--- config.mk ---
export PLATFORM = sky130hd
export DESIGN_NAME = norm_ctrl
export DESIGN_NICKNAME = d
export VERILOG_FILES = /design/src/rtl/norm_ctrl_pkg.sv /design/src/rtl/isqrt_seq.sv /design/src/rtl/norm_ctrl.sv
export SDC_FILE = /design/constraint.sdc
export NUM_CORES = 1
export LEC_CHECK = 0
export ABC_AREA = 1
export BUFFER_PORTS_ARGS = -buffer_cell sky130_fd_sc_hd__buf_2
export CORE_ASPECT_RATIO = 1.2
export CORE_MARGIN = 2
export CORE_UTILIZATION = 54
export CTS_BUF_LIST = sky130_fd_sc_hd__clkbuf_2
export DETAILED_ROUTE_END_ITERATION = 10
export PLACE_DENSITY = 0.76
export SLEW_MARGIN = 20
export SYNTH_ARGS = -nofsm -noshare
export SYNTH_HDL_FRONTEND = slang
export SYNTH_HIERARCHICAL = 1
export SYNTH_SLANG_ARGS = --single-unit
--- constraint.sdc ---
create_clock -name clk -period 5.33 [get_ports clk]
set_input_delay 1.066 -clock clk [delete_from_list [all_inputs] [get_ports clk]]
set_output_delay 1.066 -clock clk [all_outputs]
set_load 0.01 [all_outputs]
--- src/rtl/norm_ctrl_pkg.sv ---
// Shared constants and FSM state type for the lane-norm controller.
package norm_ctrl_pkg;

  localparam int unsigned NLANES = 18;
  localparam int unsigned LANE_W = 10;
  localparam int unsigned MAG_W  = 8;
  localparam int unsigned ACC_W  = 16;
  localparam int unsigned ROOT_W = 8;
  localparam logic [ACC_W-1:0] ACC_MAX = 16'hFFFF;

  typedef enum logic [1:0] {
    StIdle,
    StAccum,
    StRoot,
    StHold
  } state_e;

endpackage

--- src/rtl/isqrt_seq.sv ---
// Bit-serial integer square root: one result bit per cycle, MSB first.
module isqrt_seq
  import norm_ctrl_pkg::*;
(
  input  logic              clk,
  input  logic              rst,
  input  logic              start,
  input  logic [ACC_W-1:0]  operand,
  output logic [ROOT_W-1:0] root,
  output logic              done
);

  logic              active_q, active_d;
  logic [2:0]        bit_q, bit_d;
  logic [ROOT_W-1:0] root_q, root_d;
  logic [ROOT_W-1:0] trial;
  logic [ACC_W-1:0]  trial_sq;

  // operand is read live; the caller keeps it stable until done.
  always_comb begin
    trial    = root_q | (ROOT_W'(1) << bit_q);
    trial_sq = ACC_W'(trial) * ACC_W'(trial);
    active_d = active_q;
    bit_d    = bit_q;
    root_d   = root_q;
    if (start) begin
      active_d = 1'b1;
      bit_d    = 3'd7;
      root_d   = '0;
    end else if (active_q) begin
      if (trial_sq <= operand) begin
        root_d = trial;
      end
      if (bit_q == 3'd0) begin
        active_d = 1'b0;
      end else begin
        bit_d = bit_q - 3'd1;
      end
    end
  end

  // Final root is offered in the cycle of the last decision so the caller can
  // capture it on the same edge that retires bit 0.
  assign root = root_d;
  assign done = active_q && (bit_q == 3'd0) && !start;

  always_ff @(posedge clk) begin
    if (rst) begin
      active_q <= 1'b0;
      bit_q    <= '0;
      root_q   <= '0;
    end else begin
      active_q <= active_d;
      bit_q    <= bit_d;
      root_q   <= root_d;
    end
  end

endmodule

--- src/rtl/norm_ctrl.sv ---
// Euclidean-norm controller: serial saturating sum of squares, then bit-serial sqrt.
module norm_ctrl #(
  parameter int unsigned NLANES = norm_ctrl_pkg::NLANES,
  parameter int unsigned LANE_W = norm_ctrl_pkg::LANE_W
) (
  input  logic                     clk,
  input  logic                     rst,
  input  logic                     req_valid,
  output logic                     req_ready,
  input  logic [NLANES*LANE_W-1:0] weights,
  output logic                     res_valid,
  input  logic                     res_ready,
  output logic [8:0]               norm,
  output logic                     sat,
  output logic                     busy
);
  import norm_ctrl_pkg::*;

  localparam int unsigned LaneIdxW = (NLANES > 1) ? $clog2(NLANES) : 1;

  state_e                         state_q, state_d;
  logic [NLANES-1:0][LANE_W-1:0]  weights_q, weights_d;
  logic [ACC_W-1:0]               acc_q, acc_d;
  logic                           acc_sat_q, acc_sat_d;
  logic [LaneIdxW-1:0]            lane_q, lane_d;
  logic [ROOT_W-1:0]              norm_q, norm_d;
  logic                           sat_q, sat_d;

  logic [MAG_W-1:0]  mag;
  logic [ACC_W-1:0]  square;
  logic [ACC_W:0]    sum;
  logic              root_start;
  logic              root_done;
  logic [ROOT_W-1:0] root_val;

  isqrt_seq u_isqrt (
    .clk     (clk),
    .rst     (rst),
    .start   (root_start),
    .operand (acc_q),
    .root    (root_val),
    .done    (root_done)
  );

  always_comb begin
    mag        = weights_q[lane_q][MAG_W-1:0];
    square     = ACC_W'(mag) * ACC_W'(mag);
    sum        = {1'b0, acc_q} + {1'b0, square};
    state_d    = state_q;
    weights_d  = weights_q;
    acc_d      = acc_q;
    acc_sat_d  = acc_sat_q;
    lane_d     = lane_q;
    norm_d     = norm_q;
    sat_d      = sat_q;
    root_start = 1'b0;
    unique case (state_q)
      StIdle: begin
        if (req_valid) begin
          weights_d = weights;
          acc_d     = '0;
          acc_sat_d = 1'b0;
          lane_d    = '0;
          state_d   = StAccum;
        end
      end
      StAccum: begin
        if (acc_sat_q || sum[ACC_W]) begin
          acc_d     = ACC_MAX;
          acc_sat_d = 1'b1;
        end else begin
          acc_d = sum[ACC_W-1:0];
        end
        if (lane_q == LaneIdxW'(NLANES - 1)) begin
          lane_d     = '0;
          root_start = 1'b1;
          state_d    = StRoot;
        end else begin
          lane_d = lane_q + LaneIdxW'(1);
        end
      end
      StRoot: begin
        if (root_done) begin
          norm_d  = root_val;
          sat_d   = acc_sat_q;
          state_d = StHold;
        end
      end
      StHold: begin
        if (res_ready) begin
          state_d = StIdle;
        end
      end
      default: state_d = StIdle;
    endcase
  end

  always_ff @(posedge clk) begin
    if (rst) begin
      state_q   <= StIdle;
      weights_q <= '0;
      acc_q     <= '0;
      acc_sat_q <= 1'b0;
      lane_q    <= '0;
      norm_q    <= '0;
      sat_q     <= 1'b0;
    end else begin
      state_q   <= state_d;
      weights_q <= weights_d;
      acc_q     <= acc_d;
      acc_sat_q <= acc_sat_d;
      lane_q    <= lane_d;
      norm_q    <= norm_d;
      sat_q     <= sat_d;
    end
  end

  assign req_ready = (state_q == StIdle);
  assign busy      = (state_q != StIdle);
  assign res_valid = (state_q == StHold);
  assign norm      = {1'b0, norm_q};
  assign sat       = sat_q;

endmodule

Word level (Yosys, flattened, before mapping)
Cells that the tools add are included.
- output and inout port bits: 13
- bits of input ports: 184
- flip-flop bits (word level): 225
- $add $sub $neg: 3
- multipliers: 2
- shifts and indexed selects: 1
- $lt $le $gt $ge: 2
- reductions and logical operators: 15
- equal/unequal tests: 10
- multiplexer cells: 27
- bitwise operators: 1
- operators with widths (cell ; count):
    $bmux 10 s5 ; 1
    $mul 8x8->16 ; 2
    $mux 16 ; 2
    $mux 8 ; 4
    $pmux 16 s2 ; 1
    $add 16x16->17 ; 1
    $le 16x16->1 ; 1
    $mux 5 ; 2
    $pmux 5 s2 ; 1
    $mux 3 ; 3
    $mux 2 ; 4
    $ne 2x2->1 const B ; 4
    $or 8x8->8 ; 1
    $pmux 2 s4 ; 1
    $reduce_and 2->1 ; 4
    $shl 1x3->8 const A ; 1
    $mux 1 ; 7
    $lt 5x6->1 const B ; 1
    $reduce_bool 2->1 ; 3
    $add 5x1->5 const B ; 1
    $eq 5x5->1 const B ; 1
    $eq 2x2->1 const B ; 2
    $ne 2x1->1 const B ; 2
    $reduce_and 4->1 ; 1
    other kinds (9) ; 10

Depth between registers and ports, before layout
- word-level depth: 7
- depth in mapped cells: 35
- depth with buffers taken out: 35

Hierarchy
The synthesis kept the hierarchy.
- modules (own cells, without submodules) (module ; instances ; cells each ; area each (sq um)):
    norm_ctrl ; 1 ; 1457 ; 10108.4
    isqrt_seq ; 1 ; 401 ; 2819.0

Least setup slack after synthesis
No wires, ideal clock.
- path kind: reg-to-reg
- start point: register u_isqrt.bit_q[1]
- end point: register norm_q[1]
- stages on the path, launching flop included: 34
- period minus slack after synthesis: 5.571 ns
- library setup time: 0.116 ns
- data arrival time: 5.455 ns
- slack: -0.241 ns
- cell sequence: dfxtp_1 -> inv_1 -> ha_1 -> inv_1 -> o21ai_0 -> buf_2 -> nand2_1 -> fa_1 -> inv_1 -> fa_1 -> fa_1 -> inv_1 -> fa_1 -> inv_1 -> ha_1 -> a21oi_1 -> o21ai_0 -> a21oi_1 -> o21ai_0 -> xor2_1 -> ha_1 -> nand2_2 -> nor2_4 -> inv_2 -> nor2_4 -> nand2_1 -> nand2_1 -> nand2_2 -> nand2_1 -> nand2_1 -> nand2_1 -> inv_1 -> o21ai_0 -> nor2_1
- word-level cells in the longest chain between the ends: 7
- elaborated cells on any way between the ends: 11
- RTL lines (item ; line ; text):
    from (decl) ; isqrt_seq.sv:14 ; logic [2:0] bit_q, bit_d;
    from (signal assigned) ; isqrt_seq.sv:54 ; bit_q <= bit_d;
    $shl 1x3->8 (*) ; isqrt_seq.sv:21 ; trial = root_q | (ROOT_W'(1) << bit_q);
    $or 8x8->8 (*) ; isqrt_seq.sv:21 ;
    $mul 8x8->16 ; isqrt_seq.sv:22 ; trial_sq = ACC_W'(trial) * ACC_W'(trial);
    $le 16x16->1 ; isqrt_seq.sv:31 ; if (trial_sq <= operand) begin
    $mux 8 (*) ; isqrt_seq.sv:31 ;
    $mux 8 (*) ; isqrt_seq.sv:30 ; end else if (active_q) begin
    $mux 8 (*) ; isqrt_seq.sv:26 ; if (start) begin
    via root_val[1] ; norm_ctrl.sv:34 ; logic [ROOT_W-1:0] root_val;
    to (signal assigned) ; norm_ctrl.sv:113 ; norm_q <= norm_d;
    to (decl) ; norm_ctrl.sv:26 ; logic [ROOT_W-1:0] norm_q, norm_d;
Mark *: on every way through the listed nets, which the timed path passes. The rest lies on a longest branch.
A chain may end at the register's enable or synchronous reset.

Worst setup path after layout
- start point: register u_isqrt.bit_q[0]
- end point: register norm_q[5]
The elaborated chain is that of the path after synthesis.

==> impl_metrics.yaml <==
drt:
  vias_per_cell: 5.18
  drc_errors: 0
  totalWireLength_um: 35100
  firstDrtPassIters: 5
  antenna_left: 0
  drtIter0Drc: 738
  wl_per_cell_um: 14.6
  vias: 12500
floorplan:
  die_height_um: 173
  coreArea_sq_um: 23700
  fp.dieArea_sq_um: 25200
  num_rows: 62
  io_pins: 197
  initial_core_util_pct: 54.5
  die_w_um: 145
global_route:
  grt_pass1_vias: 11700
  grt_util_met1_pct: 31.4
  met2_usage_pct: 48.0
  globalRoute.totalOverflow: 0
  grt_pass1_wl_um: 54100
  grt_use_met3_pct: 3.18
  grt_start_max_net_pins: 91
  grt_usage_pct: 26.0
  grt.busiest_layer: "met2"
  antenna_found_initial: 1
critical_path:
  start_kind: "flop"
  r2r-end: "norm_q[5]"
  crit_path_max_fanout: 8
  path_class: "reg -> reg"
  worstSetupEndpointType: "flop"
  path_common_cell: "inv_2"
  cpPeakStageDelay_ns: 0.54
  crit_arrival_ns: 6.31
  cp_slowest_cell: "fa_2"
  crit-reg2reg-launch: "u_isqrt/bit_q[0]"
  reg2reg_slack_ns: -0.23
  critPathBufInv: 7
  critical_path.top_delay_family: "adder cells"
  worstRegToRegCells: 31
  cp.required_ns: 6.08
power:
  power.density_nw_per_um2: 617
  peakVddDrop_v: 0.000595
  p_total_mw: 9.86
  p_leak_nw: 7.99
logic_synthesis:
  postSynthCellCount: 1858
  ys_warn_count: 6
  ys_seq_area_share_pct: 29.3
  async_reset_ff_share_pct: 0
  syn_area_sq_um: 12900
  synth_cell_type_count: 46
  synth_fp_nets: 2196
  synth_flop_cell: "dfxtp_1"
  syn_avg_cell_area_sq_um: 6.96
  ys_ff_latch: 189
  synth_edf_count: 0
  synthTopCellsByArea: "dfxtp_1, nor2_1, fa_1"
  yosys.area.top_type: "dfxtp_1"
  synth_top_area_share_pct: 29.3
sta:
  hold_viol_final: 0
  worst_pin_slew_ns: 0.986
  final-max-slew-violation-count: 0
  setup_viol: 16
  hold_ws_ns: 0.478
  skew_ns: 0.0248
  finalWorstSetupSlack_ns: -0.227
  max_freq_ghz: 0.180
  rsz0062_at_grt: "true"
  min_period_over_period_pct: 104
  finalCriticalPeriod_ns: 5.56
  maxSlewHeadroom_pct: 34.2
layout:
  multi_input_area_sq_um: 8540
  drive_gt1_share_pct: 25.2
  fill_cells: 2012
  area_growth_pct: 23.6
  regArea_sq_um: 3800
  finish.net_count: 2412
  final_util_pct: 67.3
  stdcell_count: 2408
clock_network:
  clock_latency_ns: 0.81
  cts_tree: "yes"
  clock_sinks: 189
  root_buffer: "clkbuf_2"
  path_clk_slew_ns: 0.27
  clockBufferDepth: 2
  htree_num_levels: 4
  cts_buffers: 17
run:
  cap_violations: 0
min_path:
  hp-class: "in -> reg"
  hold_path_end: "weights_q[146]"
  min_from: "weights[146]"
  hold_depth: 3
run_status:
  outcome: "finished, violations left"
  violations: "negative setup slack"
placed_design:
  dp_cells: 2340
  gp_congestion: 0.902
  dp_hpwl_um: 24500
  io_buffers: 159
cell type report:
class,count,area share (%)
Tap cell,320,2.51
Antenna cell,1,0.0157
Multi-Input combinational cell,1326,53.5
Clock inverter,14,0.892
Timing Repair Buffer,279,12.5
Sequential cell,189,23.8
Inverter,261,6.31
Clock buffer,18,0.564
Yosys cell counts, types with 2 or more instances:
library cell and instances:
nor2_1 434, nand2_1 286, inv_1 251, o21ai_0 223, dfxtp_1 189, ha_1 90, fa_1 64, a21oi_1 48
clkbuf_1 46, nand3_1 33, o21ai_1 27, buf_2 15, nand2_2 15, xnor2_1 15, xor2_1 15, o22ai_1 12
nand4_1 11, buf_4 9, nor3_1 9, buf_1 7, inv_2 7, o21ai_2 7, buf_6 6, mux2i_1 5
o21ai_4 5, a31oi_1 3, and2_1 3, a211oi_1 2, clkinv_1 2, nor2_4 2, or2_2 2
metal layers:
metal | up-vias | share of wire, %
li1 | 6232 | -
met1 | 5823 | 40
met2 | 362 | 53
met3 | 67 | 4.8
met4 | 0 | 2.6
met5 | - | 0
what timing repair did:
item,4_1_cts,5_1_grt
buffers inserted,4,21
endpoints found under the setup margin,33,33
gates resized for setup,48,194
pin swaps,46,46
hold buffers,0,0
gates cloned,0,11
metrics by stage:
step,worst slack (ns),TNS [ns],area [sq um]
final,-0.227,-2.37,16000
after global routing,-0.482,-8.63,16000
after CTS,-0.142,-1.11,15000
after detailed placement,-0.436,-6.60,14500
after global placement,-0.238,-2.60,14500
after floorplan,0.0320,0,13000
cell families (layout without fill, tap and decap cells):
logic type | Yosys count | after routing | share of synthesized area (%)
and+or+nand+nor | 802 | 804 | 24.9
buffers and inverters | 345 | 572 | 10.9
AOI/OAI and AO/OA | 332 | 332 | 13.9
DFF | 189 | 189 | 29.3
adders and majority gates | 154 | 154 | 18.6
xor gates and xnor gates | 30 | 30 | 2.03
muxes | 5 | 5 | 0.387
other | 1 | 2 | 0.0290
registers in the layout, indices dropped and copies added, names as in the netlist:
| name | cells |
|---|---|
| u_isqrt/bit_q | 3 |
| acc_sat_q | 1 |
| weights_q | 144 |
| state_q | 2 |
| acc_q | 16 |
| u_isqrt/active_q | 1 |
| norm_q | 8 |
| u_isqrt/root_q | 8 |
| sat | 1 |
| lane_q | 5 |
worst reg2reg max path, delay by kind of cell (launching register included):
family                     cells  cell delay, ns
and+or+nand+nor               11            1.08
DFF                            1            0.44
AOI/OAI and AO/OA              5            0.70
adders and majority gates      7            2.69
xor gates and xnor gates       1            0.15
buffers and inverters          7            0.43
layout by cell type, fill, tap and decap left out, types with 8 or more instances in the layout:
| cell | n |
|---|---|
| o22ai_1 | 9 |
| fa_2 | 8 |
| o21ai_0 | 184 |
| nand2_1 | 238 |
| xnor2_1 | 14 |
| o21ai_1 | 50 |
| nor2_1 | 418 |
| nand4_1 | 11 |
| buf_12 | 8 |
| buf_4 | 90 |
| nor2_2 | 9 |
| buf_2 | 159 |
| nand3_1 | 24 |
| xor2_1 | 15 |
| a21oi_2 | 12 |
| nor2_4 | 10 |
| fa_1 | 56 |
| nor3_1 | 9 |
| clkbuf_2 | 18 |
| nand3_2 | 8 |
| nand2_2 | 50 |
| inv_2 | 30 |
| nand2_4 | 13 |
| o21ai_4 | 12 |
| a21oi_1 | 33 |
| ha_4 | 13 |
| o21ai_2 | 16 |
| inv_1 | 221 |
| buf_6 | 12 |
| ha_1 | 74 |
| dfxtp_1 | 185 |
power by group:
| part | internal, mW | switching [mW] |
|---|---|---|
| clock | 0.219 | 0.507 |
| combinational | 3.06 | 4.07 |
| sequential | 1.78 | 0.237 |
worst max path at each step:
stage                end  slack, ns  cells past startpoint              from
2_1_floorplan  norm_q[1]       0.03                     33  u_isqrt/bit_q[1]
3_3_place_gp   norm_q[3]      -0.24                     32  u_isqrt/bit_q[1]
3_5_place_dp   norm_q[7]      -0.44                     32  u_isqrt/bit_q[1]
4_1_cts        norm_q[5]      -0.14                     32  u_isqrt/bit_q[0]
5_1_grt        norm_q[3]      -0.48                     31  u_isqrt/bit_q[0]
6_report       norm_q[5]      -0.23                     31  u_isqrt/bit_q[0]
Power figures use the tool's default switching activity.
